===== config.mk =====
export PLATFORM = sky130hd
export DESIGN_NAME = sr_ff_bank
export DESIGN_NICKNAME = d
export VERILOG_FILES = /design/src/rtl/sr_ff_bank.sv
export SDC_FILE = /design/constraint.sdc
export NUM_CORES = 1
export LEC_CHECK = 0
export BUFFER_PORTS_ARGS = -buffer_cell sky130_fd_sc_hd__buf_2
export CAP_MARGIN = 20
export CORE_ASPECT_RATIO = 0.6
export CORE_MARGIN = 2
export CORE_UTILIZATION = 53
export DETAILED_ROUTE_END_ITERATION = 6
export PLACE_DENSITY = 0.87
export SYNTH_ARGS = -nofsm -noshare
export SYNTH_HDL_FRONTEND = slang
export SYNTH_SLANG_ARGS = --single-unit

===== constraint.sdc =====
create_clock -name clk -period 3.2 [get_ports clk]
set_input_delay 0.64 -clock clk [delete_from_list [all_inputs] [get_ports clk]]
set_output_delay 0.64 -clock clk [all_outputs]
set_load 0.02 [all_outputs]

===== src/rtl/sr_ff_bank.sv =====
// Purpose : WIDTH-channel bank of single-bit state elements sharing one common SR/JK/D/T mode.
// Latency : one clock edge from the inputs to q/changed/invalid; qbar follows q combinationally.
// Backpr. : none; a low en freezes all state and zeroes the pulse outputs for that edge.
//
// Ports:
//   clk, reset      rising-edge clock, synchronous active-high reset (highest priority)
//   en              global update enable
//   mode            00 SR, 01 JK, 10 D, 11 T
//   a / b           S,J,D,T / R,K per channel (b unused in D and T)
//   clr_err         clears err_sticky unless a new invalid event lands on the same edge
//   q / qbar        registered state and its complement
//   changed         one-cycle pulse per channel whose q moved on the last edge
//   invalid         one-cycle pulse per channel that saw S=R=1 in SR mode
//   err_sticky      latched "any invalid seen" flag
//   err_count       saturating count of edges with any invalid bit
//
// Optional feature: define SR_FF_BANK_ERRCNT_EN to build the err_count counter;
// otherwise err_count is tied to zero.
module sr_ff_bank #(
  parameter int unsigned      WIDTH          = 8,
  parameter int unsigned      INVALID_POLICY = 0,
  parameter logic [WIDTH-1:0] RESET_VALUE    = {WIDTH{1'b0}},
  parameter int unsigned      CNT_W          = 8
) (
  input  logic             clk,
  input  logic             reset,
  input  logic             en,
  input  logic [1:0]       mode,
  input  logic [WIDTH-1:0] a,
  input  logic [WIDTH-1:0] b,
  input  logic             clr_err,
  output logic [WIDTH-1:0] q,
  output logic [WIDTH-1:0] qbar,
  output logic [WIDTH-1:0] changed,
  output logic [WIDTH-1:0] invalid,
  output logic             err_sticky,
  output logic [CNT_W-1:0] err_count
);

  localparam logic [1:0] MODE_SR = 2'b00;
  localparam logic [1:0] MODE_JK = 2'b01;
  localparam logic [1:0] MODE_D  = 2'b10;
  localparam logic [1:0] MODE_T  = 2'b11;

  logic [WIDTH-1:0] r_q;
  logic [WIDTH-1:0] r_changed;
  logic [WIDTH-1:0] r_invalid;
  logic             r_err_sticky;

  logic [WIDTH-1:0] w_q_next;
  logic [WIDTH-1:0] w_inv;
  logic             w_any_inv;

  // Per-channel next state; w_inv is only meaningful in SR mode.
  always_comb begin
    w_q_next = r_q;
    w_inv    = '0;
    for (int i = 0; i < WIDTH; i++) begin
      unique case (mode)
        MODE_SR: begin
          case ({a[i], b[i]})
            2'b01: w_q_next[i] = 1'b0;
            2'b10: w_q_next[i] = 1'b1;
            2'b11: begin
              w_inv[i] = 1'b1;
              case (INVALID_POLICY)
                1:       w_q_next[i] = 1'b0;
                2:       w_q_next[i] = 1'b1;
                3:       w_q_next[i] = ~r_q[i];
                default: w_q_next[i] = r_q[i];
              endcase
            end
            default: w_q_next[i] = r_q[i];
          endcase
        end
        MODE_JK: begin
          case ({a[i], b[i]})
            2'b01:   w_q_next[i] = 1'b0;
            2'b10:   w_q_next[i] = 1'b1;
            2'b11:   w_q_next[i] = ~r_q[i];
            default: w_q_next[i] = r_q[i];
          endcase
        end
        MODE_D:  w_q_next[i] = a[i];
        MODE_T:  w_q_next[i] = r_q[i] ^ a[i];
        default: w_q_next[i] = r_q[i];
      endcase
    end
  end

  // An invalid event only exists on an enabled edge.
  assign w_any_inv = en & (|w_inv);

  always_ff @(posedge clk) begin
    if (reset) begin
      r_q          <= RESET_VALUE;
      r_changed    <= '0;
      r_invalid    <= '0;
      r_err_sticky <= 1'b0;
    end else if (en) begin
      r_q       <= w_q_next;
      r_changed <= w_q_next ^ r_q;
      r_invalid <= w_inv;
      // A new event outranks a same-edge clear.
      if (w_any_inv) begin
        r_err_sticky <= 1'b1;
      end else if (clr_err) begin
        r_err_sticky <= 1'b0;
      end
    end else begin
      r_changed <= '0;
      r_invalid <= '0;
    end
  end

`ifdef SR_FF_BANK_ERRCNT_EN
  localparam logic [CNT_W-1:0] CNT_ONE = 1;
  logic [CNT_W-1:0] r_err_count;

  // Saturates at all-ones; only reset clears it.
  always_ff @(posedge clk) begin
    if (reset) begin
      r_err_count <= '0;
    end else if (w_any_inv && (r_err_count != {CNT_W{1'b1}})) begin
      r_err_count <= r_err_count + CNT_ONE;
    end
  end

  assign err_count = r_err_count;
`else
  assign err_count = '0;
`endif

  assign q          = r_q;
  assign qbar       = ~r_q;
  assign changed    = r_changed;
  assign invalid    = r_invalid;
  assign err_sticky = r_err_sticky;

endmodule


=== After elaboration in Yosys (flattened, before gate mapping) ===
Cells that the tools add are included.

* Bits in registers: 25
* Logic and storage cells: 98
* Bits of input ports: 22
* Output and inout bits: 41

* Equality and inequality tests: 27
* Reduce and logical (&&, ||, !) cells: 5
* Bitwise operators: 20
* Mux-type cells: 42

{| class="wikitable"
|+ Operators by type and width
! operator !! count
|-
| == test 2 bit (second input constant) || 18
|-
| case mux 1 bit (4 select lines) || 8
|-
| case mux 1 bit (3 select lines) || 8
|-
| == test 2 x 1 -> 1 bit (second input constant) || 9
|-
| two-way mux 1 bit || 18
|-
| case mux 1 bit (2 select lines) || 8
|-
| NOT 1 bit || 9
|-
| NOT 8 bit || 1
|-
| OR reduction 8 bit || 1
|-
| XOR 1 bit || 8
|-
| XOR 8 bit || 1
|-
| logical NOT 2 bit || 1
|-
| AND reduction 2 bit || 1
|-
| nonzero test 2 bit || 1
|-
| OR reduction 2 bit || 1
|-
| AND 1 bit || 1
|}

=== Depth between registers and ports, before layout ===
Gate-level depths: netlist of the first run.

* Depth in word-level cells: 7
* Mapped depth: 6
* Mapped depth without buffers: 6

=== Least setup slack after synthesis of the first run ===
Ideal clock, no wire load.

* Kind: in2reg
* Start: input port b[3]
* End: register r_changed[3], in the netlist changed[3]
* Buffers on the path: 0
* Library setup time: 0.072 ns
* Slack: 1.584 ns
* Data arrival time: 1.545 ns
* Cell stages on the path: 6
* Data required time: 3.128 ns
* Path through: inv_1 -> ha_1 -> mux2i_1 -> o22ai_2 -> a21oi_2 -> mux2i_1

* Longest elaborated chain between the ends: 4
* Elaborated cells between the ends (all ways): 7
* Those cells by class: 3 x eq/ne; 3 x mux; 1 x bitwise

{| class="wikitable"
|+ RTL lines
! item !! RTL line !! source
|-
| from (decl) || 30 || <nowiki>input logic [WIDTH-1:0] b,</nowiki>
|-
| == test 2 bit / == test 2 x 1 -> 1 bit (equally long branches) || 61, 77 ||
|-
| case mux 1 bit (3 select lines) / case mux 1 bit (2 select lines) (equally long branches) || 77, 61 ||
|-
| case mux 1 bit (4 select lines) * || 59 || <nowiki>unique case (mode)</nowiki>
|-
| XOR 8 bit * || 102 || <nowiki>r_changed <= w_q_next ^ r_q;</nowiki>
|-
| to (signal assigned) || 102 ||
|-
| to (decl) || 46 || <nowiki>logic [WIDTH-1:0] r_changed;</nowiki>
|}

Every way passes the cells marked *; elsewhere a longest branch is shown, timed or not.
A chain may end at the register's enable or synchronous reset.

=== Worst setup path after layout of the first run ===
* Start: input port en
* End: register r_changed[4], in the netlist changed[4]

* Longest elaborated chain between the ends: 2

{| class="wikitable"
|+ RTL lines
! item !! RTL line !! source
|-
| from (decl) || 27 || <nowiki>input logic en,</nowiki>
|-
| NOT 1 bit (no line) || n/a ||
|-
| OR reduction 2 bit (no line) || n/a ||
|}

Every way passes these cells.

==> summary.txt, run 1 <==
Die
  • Die W: 76.48 um
  • Vertical die dimension: 47.49 um
  • Count of pins on the block boundary: 63
  • DIE AREA: 3631 sq um
  • Placeable core area: 2928 sq um
  • Starting Density: 57.05%
  • Number of standard-cell rows in the floorplan: 15

Cells and area
  • Area growth from synthesis to layout: 16.85%
  • Count of antenna diodes in the layout: 0
  • Post-route non-filler standard cell count: 273
  • Fill cells: 268
  • Share of cells above drive strength 1: 35.93%
  • Layout net count: 270

Power and ir drop
  • Leakage Power: 1.029 nW
  • Power share of the combinational group: 28.7%
  • Clock Power Share: around a quarter
  • Flop pwr share: 46.1%
  • Sw Pwr: about 0.24 mW
  • Sw Ratio: between 30% and 40%
  • Int Power: 0.5013 mW
  • Largest vdd supply drop: 209.7 uV
  • Power density over the cells: 381.4 nW/um^2

Synthesis
  • FF+latch count, synth: 25
  • Post-synthesis instance area: roughly 1700 sq um
  • Yosys synthesis warning count: 0
  • Fraction of the yosys area taken by sequential cells: 29.96%
  • Synthesized area per cell: between 9 and 10 sq um
  • Biggest area consumer among synthesized cells: sky130_fd_sc_hd__dfxtp_1
  • Number of library cell types mapped by synthesis: 22
  • Cell types occupying the most area after synthesis: sky130_fd_sc_hd__dfxtp_1, sky130_fd_sc_hd__mux2i_1, sky130_fd_sc_hd__ha_1
  • Synth top area share: roughly 30%
  • Cells after synthesis: 182

CTS
  • Hold-fix buffers, CTS: 0
  • H-Tree Depth: 1
  • Clock tree from TritonCTS: built
  • Post-CTS setup repair buffer count: 0
  • Clock-pin slew reported for the worst setup and hold paths after clock tree synthesis: 80 ps
  • Cts bufs inserted: 3
  • Clock insertion delay at the later pin of the skew report: roughly 270 ps
  • Number of cells upsized or downsized after cts: 0
  • Clock sink count: 25
  • Number of buffers on the longest clock path: 2
  • CTS Root Cell: sky130_fd_sc_hd__clkbuf_8

Placed design
  • Placement-stage worst setup slack: 1023 ps
  • Inst Count DP: 269
  • Sum of net half-perimeters after detailed placement: around 2700 um
  • Weighted congestion reported at the end of routability-driven placement: 0.7673
  • PortBufs: 54

STA
  • Number of hold-slack violations in the final timing report: 0
  • Post-route minimum period: 1916 ps
  • Peak clock frequency supported by timing: 522.0 MHz
  • Setup repair after global routing missed its margin: no
  • Post-route worst setup slack: around 1300 ps
  • Least-Margin Pin Slew: 723.6 ps
  • Worst relative slew slack: 51.66%
  • Final period utilization: 59.87%
  • Final count of negative-setup-slack endpoints: 0
  • Skew final: 2.778 ps
  • Final count of pins violating max slew: 0
  • Setup TNS Final: 0 ps

Min path
  • Worst min-delay path category: reg -> reg

Drt
  • Average vias per placed instance: 4.938
  • Number of optimization iterations in the first detailed-route pass: 4
  • Total wire length after detailed routing: 3545 um
  • Residual DRC count: 0
  • Wire per inst: 12.99 um
  • First-iteration detailed-routing DRC count: 65
  • Final antenna-violating net count: 0
  • Via total after detailed routing: 1,348

Worst setup path
  • Critical path class: in -> reg
  • Crit-path max FO: 18
  • Critical path startpoint category: input pin
  • CP Data Arrival Time: approximately 2100 ps
  • CP Data Required Time: 3400 ps
  • Capturing element type of the critical path: register

Global routing
  • Vias in the first global route: 1,191
  • First-pass GRT wire length: 5685 um
  • Total global routing track utilization: 20.40%
  • Pin count of the biggest net entering global routing: 19
  • Antenna violations before repair: 0
  • Congestion Overflow GR: 0

Run status
  • Result of the run: completed

Job
  • Max capacitance violation total: 0
==> layer usage <==
| metal | vias up | wire, um | track usage (%) |
|---|---|---|---|
| met5 | - | 0 | 0 |
| met4 | 0 | 8 | 3.636 |
| met3 | 2 | 239 | 6.038 |
| met2 | 49 | 1526 | 34.69 |
| met1 | 604 | 1770 | 27.08 |
| li1 | 693 | - | - |
==> sequential cells by signal, summed over array words and instances (netlist names) <==
| signal | count |
|---|---|
| changed | 8 |
| invalid | 8 |
| q | 8 |
| err_sticky | 1 |
==> layout make-up <==
cell class                 instances  area, sq um  share of cell area [%]
inverter                          24        90.09                   4.615
tap                               42        52.55                   2.692
timing repair buffer              55        277.8                   14.23
multi-input combinational        123        985.9                   50.51
sequential                        25        500.5                   25.64
clock buffer                       4        45.04                   2.308
==> metrics by stage <==
| stage | total power [mW] | cell area, sq um | hold WS (ps) | util (%) |
|---|---|---|---|---|
| floorplan | 0.5107 | 1697 | 548.1 | - |
| global placement | 0.5577 | 1907 | 483.4 | 65.13 |
| detailed placement | 0.5626 | 1907 | 474.9 | 65.13 |
| CTS | 0.7470 | 1952 | 486.6 | 66.67 |
| global route | 0.7881 | 1952 | 499.2 | 66.67 |
| finish | 0.7445 | 1952 | 485.7 | 66.67 |
==> placed cells by master (no fill, tap or decap) <==
cell,instances
sky130_fd_sc_hd__buf_2,54
sky130_fd_sc_hd__dfxtp_1,25
sky130_fd_sc_hd__inv_1,24
sky130_fd_sc_hd__mux2i_1,24
sky130_fd_sc_hd__nand2_1,19
sky130_fd_sc_hd__ha_1,16
sky130_fd_sc_hd__nor2_1,9
sky130_fd_sc_hd__mux2_2,8
sky130_fd_sc_hd__a21oi_2,8
sky130_fd_sc_hd__and3_1,8
sky130_fd_sc_hd__a211oi_2,8
sky130_fd_sc_hd__conb_1,8
sky130_fd_sc_hd__o22ai_1,7
sky130_fd_sc_hd__clkbuf_8,3
sky130_fd_sc_hd__nor4_1,2
sky130_fd_sc_hd__nor2b_1,1
sky130_fd_sc_hd__nand3_1,1
sky130_fd_sc_hd__nand3b_1,1
sky130_fd_sc_hd__or2_1,1
sky130_fd_sc_hd__nand2b_1,1
sky130_fd_sc_hd__o22ai_2,1
sky130_fd_sc_hd__clkbuf_1,1
sky130_fd_sc_hd__buf_4,1
==> kinds of logic (layout without fill, tap and decap cells) <==
family,after synthesis,count (layout),synth area share [%]
other cells,1,8,0.2245
mux,32,32,19.78
flops,25,25,29.96
fa+ha+maj,16,16,11.98
simple gates,43,43,11.91
compound gates,24,24,13.56
buf+inv,41,83,12.58
==> final timing paths <==
check	cells after the start	slack, ps	start	endpoint
worst max-delay path	5	1280	en	changed[4]
worst min-delay path	2	490	err_sticky	err_sticky
worst max register to register	3	2060	q[1]	q[1]
worst min register to register	2	490	err_sticky	err_sticky
==> cells in the mapped netlist <==
master                     count
sky130_fd_sc_hd__mux2_2        8
sky130_fd_sc_hd__nand2b_1      1
sky130_fd_sc_hd__nand3_1       1
sky130_fd_sc_hd__inv_1        24
sky130_fd_sc_hd__buf_6         2
sky130_fd_sc_hd__ha_1         16
sky130_fd_sc_hd__nor2b_1       1
sky130_fd_sc_hd__or2_1         1
sky130_fd_sc_hd__buf_4         9
sky130_fd_sc_hd__buf_2         6
sky130_fd_sc_hd__dfxtp_1      25
sky130_fd_sc_hd__o22ai_1       7
sky130_fd_sc_hd__mux2i_1      24
sky130_fd_sc_hd__nand3b_1      1
sky130_fd_sc_hd__o22ai_2       1
sky130_fd_sc_hd__nor4_1        2
sky130_fd_sc_hd__a21oi_2       8
sky130_fd_sc_hd__nor2_1        9
sky130_fd_sc_hd__a211oi_2      8
sky130_fd_sc_hd__and3_1        8
sky130_fd_sc_hd__conb_1        1
sky130_fd_sc_hd__nand2_1      19
==> power groups by stage <==
| stage | Combinational (mW) | Clock, mW | Sequential (mW) |
|---|---|---|---|
| after floorplan | 0.143 | 0 | 0.368 |
| after global placement | 0.208 | 0 | 0.350 |
| after detailed placement | 0.212 | 0 | 0.350 |
| after CTS | 0.214 | 0.190 | 0.343 |
| after global routing | 0.234 | 0.208 | 0.346 |
| final | 0.214 | 0.188 | 0.343 |
==> critical path: stages <==
cell	delay, ps
sky130_fd_sc_hd__buf_2	320
sky130_fd_sc_hd__nor2b_1	650
sky130_fd_sc_hd__buf_4	310
sky130_fd_sc_hd__nand2_1	70
sky130_fd_sc_hd__mux2i_1	120
(Power assumes the default switching activity.)
==> run 2, diff against run 1 <==
--- a/config.mk
+++ b/config.mk
@@ -9,9 +9,9 @@
 export CAP_MARGIN = 20
 export CORE_ASPECT_RATIO = 0.6
 export CORE_MARGIN = 2
-export CORE_UTILIZATION = 53
+export CORE_UTILIZATION = 44
 export DETAILED_ROUTE_END_ITERATION = 6
-export PLACE_DENSITY = 0.87
+export PLACE_DENSITY = 0.78
 export SYNTH_ARGS = -nofsm -noshare
 export SYNTH_HDL_FRONTEND = slang
 export SYNTH_SLANG_ARGS = --single-unit
==> constraint.sdc (replaced) <==
create_clock -name clk -period 1.6 [get_ports clk]
set_input_delay 0.32 -clock clk [delete_from_list [all_inputs] [get_ports clk]]
set_output_delay 0.32 -clock clk [all_outputs]
set_load 0.02 [all_outputs]
==> summary.txt, run 2 (synthesis gave the netlist of run 1 again) <==
Worst setup path
  • Cells along the critical path: inv_1 -> buf_2
  • Critical path class: reg -> out
  • Capturing element type of the critical path: primary output
  • Worst setup path start: q[6]
  • R2r startpoint: q[2]
  • Critical path startpoint category: register
  • Delay of the slowest critical-path stage: 440 ps (-210 ps)
  • Buffering stage count on the worst path with inverters included: 2 (unchanged)
  • Crit-path max FO: 6 (-12)
  • Crit-path leading delay family: flip-flops
  • CP max stage cell: sky130_fd_sc_hd__dfxtp_1
  • CP Data Arrival Time: 970 ps (-1150 ps)
  • CP Data Required Time: 1280 ps (-2120 ps)

Cells and area
  • Share of cells above drive strength 1: 37.29% (+1.4 points)
  • Layout net count: 275 (+1.9%)
  • Fill cells: 330 (+23%)
  • Top library cells by usage in the layout, fill and taps aside: sky130_fd_sc_hd__buf_2, sky130_fd_sc_hd__dfxtp_1, sky130_fd_sc_hd__inv_1, sky130_fd_sc_hd__mux2i_1, sky130_fd_sc_hd__nand2_1
  • Final instance area: 1996 sq um (+2.2%)
  • Post-route non-filler standard cell count: 283 (+3.7%)
  • Leading cell type in the layout, fill and taps excluded: sky130_fd_sc_hd__buf_2
  • Area growth from synthesis to layout: 19.48%
  • Count of antenna diodes in the layout: 0 (unchanged)

Placed design
  • Inst Count DP: 279 (+3.7%)
  • Post-place instance area: 1951 sq um (+2.3%)
  • Placement-stage worst setup slack: 60.71 ps (-961.9 ps)
  • PortBufs: 54 (unchanged)
  • Sum of net half-perimeters after detailed placement: 2691 um (+0.59%)
  • Weighted congestion reported at the end of routability-driven placement: 0.7441 (-3.0%)

Global routing
  • Met3 usage: 4.444% (-1.6 points)
  • Antenna violations before repair: 0 (unchanged)
  • First-pass GRT wire length: 5796 um (+2.0%)
  • Total global routing track utilization: 16.80% (-3.6 points)
  • Vias in the first global route: 1,229 (+3.2%)
  • Pin count of the biggest net entering global routing: 26 (+7)
  • Met1 demand-to-capacity share in global routing: 24.00% (-3.1 points)
  • Global routing's busiest layer: met2
  • Routing usage on met2: 26.61% (-8.1 points)
  • Congestion Overflow GR: 0 (unchanged)

STA
  • Post-route minimum period: 1291 ps
  • Peak clock frequency supported by timing: 774.8 MHz
  • Final count of negative-setup-slack endpoints: 0 (unchanged)
  • Number of hold-slack violations in the final timing report: 0 (unchanged)
  • Setup repair after global routing missed its margin: no
  • Setup TNS Final: 0 ps (unchanged)
  • Final period utilization: 80.67%
  • Skew final: 0.2890 ps (-2.489 ps)
  • Final count of pins violating max slew: 0 (unchanged)
  • Post-route worst setup slack: 309.3 ps (-974.9 ps)
  • Worst hold slack across all endpoints: 327.2 ps (-158.5 ps)

Drt
  • First-iteration detailed-routing DRC count: 48 (-26%)
  • Via total after detailed routing: 1,364 (+1.2%)
  • Average vias per placed instance: 4.820 (-2.4%)
  • Wire per inst: 12.18 um (-6.2%)
  • Total wire length after detailed routing: 3448 um (-2.7%)
  • Number of optimization iterations in the first detailed-route pass: 4 (unchanged)
  • Final antenna-violating net count: 0 (unchanged)
  • Residual DRC count: 0 (unchanged)

CTS
  • Post-CTS setup repair buffer count: 0 (unchanged)
  • Number of cells upsized or downsized after cts: 0 (unchanged)
  • Clock tree from TritonCTS: built
  • Clock sink count: 25 (unchanged)
  • Hold-fix buffers, CTS: 0 (unchanged)
  • Clock insertion delay at the later pin of the skew report: 270 ps (about the same)
  • Cts bufs inserted: 3 (unchanged)
  • CTS Root Cell: sky130_fd_sc_hd__clkbuf_8
  • Clock-pin slew reported for the worst setup and hold paths after clock tree synthesis: 90 ps (about the same)
  • H-Tree Depth: 1 (unchanged)
  • Number of buffers on the longest clock path: 2 (unchanged)

Min path
  • Worst Min Path Start: clr_err
  • Worst min-delay path category: in -> reg

Power and ir drop
  • Leakage Power: 1.052 nW (+2.3%)
  • Power density over the cells: 752.5 nW/um^2 (+97%)
  • Largest vdd supply drop: 426.2 uV (+100%)

Die
  • Count of pins on the block boundary: 63 (unchanged)
  • Number of standard-cell rows in the floorplan: 17 (+2)
  • Starting Density: 45.66% (-11 points)
  • Vertical die dimension: 51.73 um (+8.9%)
  • Placeable core area: 3659 sq um (+25%)
  • Die W: 83.55 um (+9.2%)
  • DIE AREA: 4321 sq um (+19%)

Run status
  • Result of the run: completed

Job
  • Max capacitance violation total: 0 (unchanged)
## run 2: cell count changes in the layout (fill, tap and decap cells not counted), sizes merged
| cell | change |
|---|---|
| buf | +5 |
## run 2: power breakdown
part | switching (mW) | internal, mW | leakage, nW
registers | 0.0296 | 0.654 | 0.205
logic | 0.254 | 0.177 | 0.825
clock network | 0.208 | 0.178 | 0.0228
total | 0.492 | 1.01 | 1.05
## run 2: per-stage QoR
stage / util [%] / power, mW
6_report: 54.55 / 1.502
5_1_grt: 54.55 / 1.577
4_1_cts: 54.55 / 1.507
3_5_place_dp: 53.32 / 1.131
3_3_place_gp: 53.32 / 1.123
2_1_floorplan: - / 1.021
## run 2: cell type report
class	count	area, sq um	area share [%]
Inverter	24	90.09	4.514
Timing Repair Buffer	60	315.3	15.80
Multi-Input combinational cell	123	985.9	49.40
Sequential cell	25	500.5	25.08
Clock buffer	4	45.04	2.257
Tap cell	47	58.81	2.947
## run 2: metal layers
metal  part of all wire [%]  vias up
met5                      0        -
met4                   0.12        0
met3                    6.6        2
met2                     42       42
met1                     52      617
li1                       -      703
## run 2: path summary, 6_finish.rpt
kind / endpoint / slack, ps / cells past startpoint
worst max register to register: changed[2] / 470 / 4
worst min-delay path: err_sticky / 330 / 4
worst max-delay path: qbar[6] / 310 / 2
worst min register to register: err_sticky / 490 / 2
## run 2: tightest hold or removal path, delay by kind of cell
family                 cells  cell delay (ps)
buffers and inverters      1               80
and+or+nand+nor            3              160
==> run 3, diff against run 2 <==
--- a/config.mk
+++ b/config.mk
@@ -5,13 +5,14 @@
 export SDC_FILE = /design/constraint.sdc
 export NUM_CORES = 1
 export LEC_CHECK = 0
+export ABC_AREA = 1
 export BUFFER_PORTS_ARGS = -buffer_cell sky130_fd_sc_hd__buf_2
 export CAP_MARGIN = 20
 export CORE_ASPECT_RATIO = 0.6
 export CORE_MARGIN = 2
-export CORE_UTILIZATION = 44
+export CORE_UTILIZATION = 45
 export DETAILED_ROUTE_END_ITERATION = 6
-export PLACE_DENSITY = 0.78
+export PLACE_DENSITY = 0.79
 export SYNTH_ARGS = -nofsm -noshare
 export SYNTH_HDL_FRONTEND = slang
 export SYNTH_SLANG_ARGS = --single-unit
==> constraint.sdc (replaced) <==
create_clock -name clk -period 1.1 [get_ports clk]
set_input_delay 0.22 -clock clk [delete_from_list [all_inputs] [get_ports clk]]
set_output_delay 0.22 -clock clk [all_outputs]
set_load 0.02 [all_outputs]
==> summary.txt, run 3 <==
Die
  • Count of pins on the block boundary: 63 (unchanged)
  • Starting Density: 46.72% (+1.1 points)
  • Number of standard-cell rows in the floorplan: 17 (unchanged)
  • Placeable core area: 3659 sq um (unchanged)
  • DIE AREA: 4323 sq um (about the same)
  • Die W: 83.56 um (about the same)
  • Vertical die dimension: 51.74 um (about the same)

Global routing
  • Total global routing track utilization: 21.19% (+4.4 points)
  • Antenna violations before repair: 0 (unchanged)
  • First-pass GRT wire length: 7307 um (+26%)
  • Vias in the first global route: 1,636 (+33%)
  • Congestion Overflow GR: 0 (unchanged)
  • Pin count of the biggest net entering global routing: 17 (-35%)

Run status
  • Result of the run: completed

Worst setup path
  • CP Data Arrival Time: 840 ps (-130 ps)
  • Critical path startpoint category: register
  • CP max stage cell: sky130_fd_sc_hd__dfxtp_4
  • Crit-path max FO: 5 (-1)
  • Cells along the critical path: inv_4 -> buf_6
  • Crit-path leading delay family: flip-flops
  • Capturing element type of the critical path: primary output
  • Delay of the slowest critical-path stage: 390 ps (-50 ps)
  • Critical path class: reg -> out
  • Buffering stage count on the worst path with inverters included: 2 (unchanged)
  • CP Data Required Time: 880 ps (-400 ps)

CTS
  • Clock-pin slew reported for the worst setup and hold paths after clock tree synthesis: 90 ps (about the same)
  • Number of buffers on the longest clock path: 2 (unchanged)
  • Clock tree from TritonCTS: built
  • Hold-fix buffers, CTS: 0 (unchanged)
  • Cts bufs inserted: 3 (unchanged)
  • Post-CTS setup repair buffer count: 0 (unchanged)
  • Clock insertion delay at the later pin of the skew report: 270 ps (about the same)
  • H-Tree Depth: 1 (unchanged)
  • CTS Root Cell: sky130_fd_sc_hd__clkbuf_8
  • Clock sink count: 25 (unchanged)
  • Number of cells upsized or downsized after cts: 13 (+13)

STA
  • Peak clock frequency supported by timing: between 900 and 1000 MHz
  • Setup TNS Final: 0 ps (unchanged)
  • Skew final: 2.434 ps (+2.145 ps)
  • Number of hold-slack violations in the final timing report: 0 (unchanged)
  • Post-route minimum period: approximately 1100 ps
  • Final period utilization: 96.56%
  • Worst hold slack across all endpoints: 277.5 ps (-49.76 ps)
  • Post-route worst setup slack: 37.79 ps (-271.5 ps)
  • Final count of pins violating max slew: 0 (unchanged)
  • Final count of negative-setup-slack endpoints: 0 (unchanged)

Synthesis
  • Biggest area consumer among synthesized cells: sky130_fd_sc_hd__dfxtp_1
  • Cell types occupying the most area after synthesis: sky130_fd_sc_hd__dfxtp_1, sky130_fd_sc_hd__nand2_1, sky130_fd_sc_hd__ha_1
  • Cells after synthesis: 254 (+40%)
  • Synthesized area per cell: 6.729 sq um (-27%)
  • Post-synthesis instance area: 1709 sq um (+2.3%)
  • Fraction of the yosys area taken by sequential cells: 29.28% (-0.68 points)
  • Number of library cell types mapped by synthesis: 20 (-9.1%)
  • Yosys synthesis warning count: 0 (unchanged)
  • Library cell with the highest instance count after synthesis: sky130_fd_sc_hd__nand2_1
  • Dominant synthesized flop cell: sky130_fd_sc_hd__dfxtp_1
  • Top post-synthesis cells by count: sky130_fd_sc_hd__nand2_1, sky130_fd_sc_hd__nor2_1, sky130_fd_sc_hd__nand3_1
  • FF+latch count, synth: 25 (unchanged)
  • Share of synthesized flip-flops with an asynchronous set or reset: 0% (unchanged)
  • Synth top area share: 29.28% (-0.68 points)
  • Number of flops mapped to enable cells by yosys: 0 (unchanged)

Min path
  • Worst min-delay path category: in -> reg

Cells and area
  • Area growth from synthesis to layout: 40.56%
  • Fill cells: 342 (+3.6%)
  • Count of antenna diodes in the layout: 0 (unchanged)
  • Leading cell type in the layout, fill and taps excluded: sky130_fd_sc_hd__nand2_1
  • Final instance area: 2402 sq um (+20%)
  • Post-route non-filler standard cell count: 388 (+37%)
  • Layout net count: 380 (+38%)
  • Share of cells above drive strength 1: 36.95% (-0.34 points)
  • Top library cells by usage in the layout, fill and taps aside: sky130_fd_sc_hd__nand2_1, sky130_fd_sc_hd__buf_2, sky130_fd_sc_hd__buf_4, sky130_fd_sc_hd__nor2_1, sky130_fd_sc_hd__nand3_1

Power and ir drop
  • Largest vdd supply drop: 727.4 uV (+71%)
  • Leakage Power: 1.332 nW (+27%)
  • Power density over the cells: 988.4 nW/um^2 (+31%)

Drt
  • Final antenna-violating net count: 0 (unchanged)
  • Sum of met3 wire segment lengths after detailed routing: 388 um (+71%)
  • Wire per inst: 11.53 um (-5.4%)
  • Average vias per placed instance: 4.838 (+0.37%)
  • Number of optimization iterations in the first detailed-route pass: 5 (+1)
  • Residual DRC count: 0 (unchanged)
  • First-iteration detailed-routing DRC count: 88 (+83%)
  • Via total after detailed routing: 1,877 (+38%)
  • Total wire length after detailed routing: 4473 um (+30%)
  • Topmost layer with routed signal wires: met4
  • Routed wl met2: 1907 um (+33%)
  • WL met1: 2158 um (+21%)

Placed design
  • Placement-stage worst setup slack: -132.5 ps (-193.3 ps)
  • Weighted congestion reported at the end of routability-driven placement: 0.8363 (+12%)
  • PortBufs: 54 (unchanged)
  • Post-place instance area: 2263 sq um (+16%)
  • Sum of net half-perimeters after detailed placement: 3446 um (+28%)
  • Inst Count DP: 384 (+38%)

Job
  • Max capacitance violation total: 0 (unchanged)
-- run 3: cell count changes in the layout (fill, tap and decap cells not counted), sizes merged, moves of 5 or more --
cell    delta
and3       -8
mux2       -8
a21oi      +8
nand2     +56
a211oi     -8
nand3     +32
mux2i     -24
o211ai     +8
nor2      +26
o22ai      -8
buf       +29
inv        +5
-- run 3: per-layer routing --
| layer | track usage [%] | vias to the layer above |
|---|---|---|
| met2 | 32.53 | 80 |
| met5 | 0 | - |
| li1 | - | 971 |
| met3 | 5.714 | 5 |
| met4 | 5.108 | 0 |
| met1 | 29.78 | 821 |
-- run 3: worst reg2reg max path, cell delays in order (launching register included) --
cell and delay (ps):
sky130_fd_sc_hd__dfxtp_4 390, sky130_fd_sc_hd__inv_4 50, sky130_fd_sc_hd__nand2_1 50, sky130_fd_sc_hd__o211ai_1 120
sky130_fd_sc_hd__a21oi_1 200, sky130_fd_sc_hd__nor2_1 60
-- run 3: layout make-up --
type                            instances  area (sq um)  share of cell area [%]
Clock buffer                            3         41.29                   1.719
Timing Repair Buffer                   89         608.1                   25.31
Inverter                               29         128.9                   5.365
Multi-Input combinational cell        194          1027                   42.76
Sequential cell                        25         530.5                   22.08
Clock inverter                          1         7.507                  0.3125
Tap cell                               47         58.81                   2.448
-- run 3: power by group --
part	switching, mW	internal (mW)	total [mW]
Clock	0.316	0.257	0.573
Sequential	0.0485	0.951	0.999
Combinational	0.470	0.332	0.802
-- run 3: path summary, 6_finish.rpt --
kind	startpoint	end	slack, ps	cells after the start
setup / recovery	q[4]	qbar[4]	40	2
hold / removal	clr_err	err_sticky	280	4
setup reg to reg	q[2]	changed[2]	140	5
hold reg to reg	err_sticky	err_sticky	530	2
-- run 3: cell families after synthesis --
logic type	Yosys count	synth area share, %
fa+ha+maj	16	11.71
buf+inv	42	12.15
simple gates	144	37.78
other cells	1	0.2194
flops	25	29.28
compound gates	26	8.858
-- run 3: through the flow --
stage                     power [mW]  util (%)
after floorplan                1.503         -
after global placement         1.759     61.87
after detailed placement       1.778     61.87
after CTS                      2.374     64.16
after global routing           2.543     65.66
final                          2.375     65.66
